### src/rtl/mem_access_unit.sv
// Load/store stage between EX and the data-memory port.
// Accepts one request per handshake and drives a req/ack memory handshake.
// Load data is returned on a one-cycle register-file write pulse.
// Misaligned requests are rejected without touching memory.
// Optional feature: define MAU_TIMEOUT_EN to abandon a request that waits
// TIMEOUT_CYCLES cycles without data_ack. Without the macro, the unit waits
// indefinitely and timeout_o is tied 0.
module mem_access_unit #(
    parameter int unsigned ADDR_W         = 32,
    parameter int unsigned DATA_W         = 32,
    parameter int unsigned REG_AW         = 3,
    parameter int unsigned TIMEOUT_CYCLES = 255
) (
    input  logic              clk_i,
    input  logic              reset_ni,
    input  logic              ex_valid_i,
    output logic              ex_ready_o,
    input  logic              ex_is_store_i,
    input  logic [ADDR_W-1:0] ex_addr_i,
    input  logic [DATA_W-1:0] ex_wdata_i,
    input  logic [REG_AW-1:0] ex_dest_i,
    output logic              stall_o,
    output logic              data_req_o,
    output logic              data_we_o,
    output logic [ADDR_W-1:0] data_addr_o,
    output logic [DATA_W-1:0] data_out_o,
    input  logic              data_ack_i,
    input  logic [DATA_W-1:0] data_in_i,
    output logic              wb_valid_o,
    output logic [REG_AW-1:0] wb_addr_o,
    output logic [DATA_W-1:0] wb_data_o,
    output logic              misalign_o,
    output logic              timeout_o
);

    typedef enum logic [1:0] {
        StIdle,
        StReq,
        StResp
    } state_e;

    state_e              state_q, state_d;
    logic [ADDR_W-1:0]   addr_q, addr_d;
    logic [DATA_W-1:0]   wdata_q, wdata_d;
    logic                is_store_q, is_store_d;
    logic [REG_AW-1:0]   dest_q, dest_d;
    // Writeback fields are separate from the request latch so they hold
    // their last value even after a new request has been accepted.
    logic [DATA_W-1:0]   wb_data_q, wb_data_d;
    logic [REG_AW-1:0]   wb_addr_q, wb_addr_d;
    logic                misalign_q, misalign_d;

`ifdef MAU_TIMEOUT_EN
    localparam int unsigned CntW = $clog2(TIMEOUT_CYCLES + 1);
    logic [CntW-1:0]     cnt_q, cnt_d;
    logic                timeout_q, timeout_d;
`else
    logic                unused_timeout_cfg;
    assign unused_timeout_cfg = ^TIMEOUT_CYCLES;
`endif

    // Next-state and latch updates; all outputs come from registers only.
    always_comb begin
        state_d    = state_q;
        addr_d     = addr_q;
        wdata_d    = wdata_q;
        is_store_d = is_store_q;
        dest_d     = dest_q;
        wb_data_d  = wb_data_q;
        wb_addr_d  = wb_addr_q;
        misalign_d = 1'b0;
`ifdef MAU_TIMEOUT_EN
        cnt_d      = cnt_q;
        timeout_d  = 1'b0;
`endif
        unique case (state_q)
            StIdle: begin
                if (ex_valid_i) begin
                    if (ex_addr_i[1:0] != 2'b00) begin
                        misalign_d = 1'b1;
                    end else begin
                        addr_d     = ex_addr_i;
                        wdata_d    = ex_wdata_i;
                        is_store_d = ex_is_store_i;
                        dest_d     = ex_dest_i;
                        state_d    = StReq;
`ifdef MAU_TIMEOUT_EN
                        cnt_d      = '0;
`endif
                    end
                end
            end
            StReq: begin
                // An ack in the limit cycle takes priority over the timeout.
                if (data_ack_i) begin
                    if (is_store_q) begin
                        state_d = StIdle;
                    end else begin
                        wb_data_d = data_in_i;
                        wb_addr_d = dest_q;
                        state_d   = StResp;
                    end
                end
`ifdef MAU_TIMEOUT_EN
                else if (cnt_q == CntW'(TIMEOUT_CYCLES - 1)) begin
                    timeout_d = 1'b1;
                    state_d   = StIdle;
                end else begin
                    cnt_d = cnt_q + CntW'(1);
                end
`endif
            end
            StResp: begin
                state_d = StIdle;
            end
            default: begin
                state_d = StIdle;
            end
        endcase
    end

    // State and latched fields; reset abandons any outstanding request.
    always_ff @(posedge clk_i or negedge reset_ni) begin
        if (!reset_ni) begin
            state_q    <= StIdle;
            addr_q     <= '0;
            wdata_q    <= '0;
            is_store_q <= 1'b0;
            dest_q     <= '0;
            wb_data_q  <= '0;
            wb_addr_q  <= '0;
            misalign_q <= 1'b0;
`ifdef MAU_TIMEOUT_EN
            cnt_q      <= '0;
            timeout_q  <= 1'b0;
`endif
        end else begin
            state_q    <= state_d;
            addr_q     <= addr_d;
            wdata_q    <= wdata_d;
            is_store_q <= is_store_d;
            dest_q     <= dest_d;
            wb_data_q  <= wb_data_d;
            wb_addr_q  <= wb_addr_d;
            misalign_q <= misalign_d;
`ifdef MAU_TIMEOUT_EN
            cnt_q      <= cnt_d;
            timeout_q  <= timeout_d;
`endif
        end
    end

    assign ex_ready_o  = (state_q == StIdle);
    assign stall_o     = (state_q != StIdle);
    assign data_req_o  = (state_q == StReq);
    assign data_we_o   = (state_q == StReq) & is_store_q;
    assign data_addr_o = addr_q;
    assign data_out_o  = wdata_q;
    assign wb_valid_o  = (state_q == StResp);
    assign wb_addr_o   = wb_addr_q;
    assign wb_data_o   = wb_data_q;
    assign misalign_o  = misalign_q;
`ifdef MAU_TIMEOUT_EN
    assign timeout_o   = timeout_q;
`else
    assign timeout_o   = 1'b0;
`endif

endmodule

### config.mk
export PLATFORM = sky130hd
export DESIGN_NAME = mem_access_unit
export DESIGN_NICKNAME = d
export VERILOG_FILES = /design/src/rtl/mem_access_unit.sv
export SDC_FILE = /design/constraint.sdc
export NUM_CORES = 1
export LEC_CHECK = 0
export BUFFER_PORTS_ARGS = -buffer_cell sky130_fd_sc_hd__buf_2
export CAP_MARGIN = 20
export CORE_MARGIN = 3
export CORE_UTILIZATION = 41
export DETAILED_ROUTE_END_ITERATION = 10
export PLACE_DENSITY = 0.81
export SLEW_MARGIN = 20
export SYNTH_ARGS = -nofsm -noshare
export SYNTH_HDL_FRONTEND = slang
export SYNTH_SLANG_ARGS = --single-unit
### constraint.sdc
create_clock -name clk_i -period 1.4 [get_ports clk_i]
set_clock_uncertainty 0.05 [all_clocks]
set_input_delay 0.21 -clock clk_i [delete_from_list [all_inputs] [get_ports clk_i]]
set_output_delay 0.21 -clock clk_i [all_outputs]
set_load 0.05 [all_outputs]
==> metrics.md <==
| Metric | Value |
|---|---|
| Status | `finished with violations` |
| Failing checks | `setup timing` |
| Post-synthesis cell count | `between 200 and 250` |
| R2R Path End | `wb_addr_o[0]$_DFFE_PN0P_` |
| Critical path startpoint category | `register` |
| Post-Syn Area | `0.00407 mm2` |
| Period utilisation layout | `114%` |
| Final critical-path setup slack | `-0.200 ns` |
| Area after DPL | `0.00532 mm2` |
| Vias in the first global route | `2941` |
| Register area share after synthesis | `65.2%` |
| I/O pin total | `210` |
| Hold path endpoint | `data_out_o[17]$_DFFE_PN0P_` |
| Antenna violations before repair | `0` |
| Worst-Skew Late Latency | `0.34 ns` |
| IO buf count | `~210` |
| DR WL/cell | `about 16 um` |
| Filler cells | `773` |
| Antenna fix cells | `0` |
| Max-slew violation count | `0` |
| Endpoints failing setup | `106` |
| Final nets | `570` |
| CP Class | `register to output port` |
| Grt ovf | `0` |
| WP data required | `approximately 1.1 ns` |
| Die W | `106 um` |
| Setup crit start | `state_q[1]$_DFFE_PN0P_` |
| Chip height | `106 um` |
| First-pass GRT wire length | `roughly 15000 um` |
| Worst Path Max Fanout | `2` |
| Peak supply drop | `approximately 1.2 mV` |
| Power Dens Cells | `about 2200 mW/mm2` |
| RePlAce Congestion | `0.701` |
| Total CTS buffers | `9` |
| Buf/Inv on CP | `3` |
| TritonCTS clock tree | `built` |
| RSZ-0062 raised after global routing | `true` |
| Fin. Hold Viols | `0` |
| Hold Crit Start | `ex_wdata_i[17]` |
| CP max-delay cell | `dfrtp_1` |
| Minimum clock period | `around 1.6 ns` |
| Reg2reg path depth | `5` |
| Crit path DAT | `between 1 and 1.5 ns` |
| Mean post-synth cell area | `between 15 and 20 um2` |
| Worst Hold Class | `primary input to register` |
| Area growth from synthesis to layout | `43.3%` |
| Hold Path Depth | `2` |
| CP Capture Type | `output port` |
| Register-to-register setup slack | `-0.17 ns` |
| Max cap viols | `0` |
| Post-Place Worst Slack | `-0.184 ns` |
| FP Rows | `35` |
| Largest net degree at the start of global routing | `63` |
| Initial Util | `43.0%` |
| Leakage power | `3.00 nW` |
| Fraction of layout cells with a size suffix above 1 | `75.3%` |
| Synthesized flop and latch total | `around 110` |
| # DRC | `0` |
| Final Cell Area | `about 0.0058 mm2` |
| Crit-path cells | `nand2b_4, buf_6, clkinvlp_4, and2_4, buf_8` |
| CTS root buffer | `clkbuf_8` |
| Reg-to-reg startpoint | `state_q[1]$_DFFE_PN0P_` |
| DRT iter0 DRCs | `115` |
| Ys Warns | `0` |
| Clock transition at path regs | `approximately 0.10 ns` |
| CTS max path bufs | `2` |
| WL final | `9690 um` |
| Syn nets | `between 300 and 400` |
| Post-DRT Antenna Nets | `0` |
| Via density | `roughly 4.6` |
| Cell family with most CP delay | `flip-flops` |
| Via count | `2769` |
| Final HPWL DP | `6790 um` |
| GRT Util Overall | `16.6%` |
| Maximum clock rate | `625 MHz` |
| Synth cell types | `18` |
| Core ar. | `0.00946 mm2` |
| Worst stage delay on the critical path | `0.40 ns` |
| Die Footprint | `0.0112 mm2` |
| Clk sink count | `106` |
| Htree depth | `3` |
| DRT Pass-1 Iters | `4` |
-- report_power, final --
group | internal, mW | switching, mW | leakage (nW)
Clock | 0.700 | 1.01 | 0.0891
Combinational | 1.98 | 4.53 | 1.64
Sequential | 4.07 | 0.546 | 1.27
Total | 6.75 | 6.09 | 3.00
-- kinds of logic after synthesis --
group                  count (synthesis)  synth area share [%]
flip-flops                           106                  65.2
multiplexers                         101                  29.4
buffers and inverters                 14                  3.29
AND/OR/NAND/NOR                       11                  1.91
AO/OA/AOI/OAI                          1                 0.123
other                                  1                0.0921
-- layer usage --
layer	up-vias	track usage, %	share of wire (%)
met5	-	0	0
met4	0	5.00	1.1
met3	9	3.92	6.5
met2	118	28.8	51
met1	1371	20.5	41
li1	1271	-	-
-- placed cells by master (no fill, tap or decap), types with 3 or more instances in the layout --
cell | Yosys | layout
buf_12 | 3 | 4
clkbuf_8 | 0 | 10
buf_2 | 5 | 203
buf_6 | 3 | 9
buf_8 | 0 | 3
dfrtp_1 | 106 | 106
mux2_2 | 85 | 59
mux2_4 | 16 | 42
buf_4 | 1 | 9
-- how the worst max path moves through the flow --
stage                     cells past startpoint  slack (ns)                           to
after global routing                          5       -0.26                    data_we_o
after floorplan                               5       -0.26  data_addr_o[10]$_DFFE_PN0P_
after CTS                                     5       -0.22                    data_we_o
after global placement                        4       -0.16     wb_data_o[0]$_DFFE_PN0P_
final                                         5       -0.20                    data_we_o
after detailed placement                      4       -0.18     wb_data_o[9]$_DFFE_PN0P_
-- cell type report --
class	instances	area, um2	share of cell area (%)
multi-input cells	114	1410	24.1
repair buffers	233	1430	24.4
well taps	129	161	2.77
clock buffers	10	138	2.36
flip-flops and latches	106	2650	45.5
clock inverters	5	38.8	0.665
inverters	2	11.3	0.193
-- registers in the layout, indices dropped and copies added, names as in the netlist --
signal       flops
data_out_o      32
misalign_o       1
data_addr_o     32
dest_q           3
wb_addr_o        3
is_store_q       1
state_q          2
wb_data_o       32
-- what timing repair did --
action / 4_1_cts / 5_1_grt
cloned: 2 / 2
setup buffers: 5 / 2
setup endpoints to repair: 100 / 109
resized for setup: 21 / 27
hold endpoints to repair: 23 / 0
hold buffers: 1 / 0
pin swaps: 1 / 1
-- synthesized netlist by cell type --
cell	count	share of area [%]
nor2_1	2	0.18
mux2_2	85	24
nor2_4	1	0.28
nand3_2	1	0.25
and2_1	3	0.46
buf_12	3	1.5
inv_1	2	0.18
nor3b_2	1	0.31
o21ai_0	1	0.12
buf_2	5	0.61
buf_4	1	0.18
buf_6	3	0.83
nand2b_1	1	0.15
conb_1	1	0.092
nand2_1	1	0.092
mux2_4	16	5.9
dfrtp_1	106	65
and2b_1	1	0.18
-- metrics by stage --
stage                     TNS (ns)  hold slack [ns]  util (%)  std cells  total power, mW
after floorplan             -15.02           -0.136         -        234             9.28
after global placement       -5.05           0.0644      56.3        573             10.7
after detailed placement     -5.60           0.0746      56.3        573             10.9
after CTS                   -14.92          0.00526      60.0        596             12.7
after global routing        -20.87          0.00598      61.7        599             13.4
final                       -14.09           0.0306      61.7        599             12.8
Note: power is estimated with default switching activity, not from simulation.
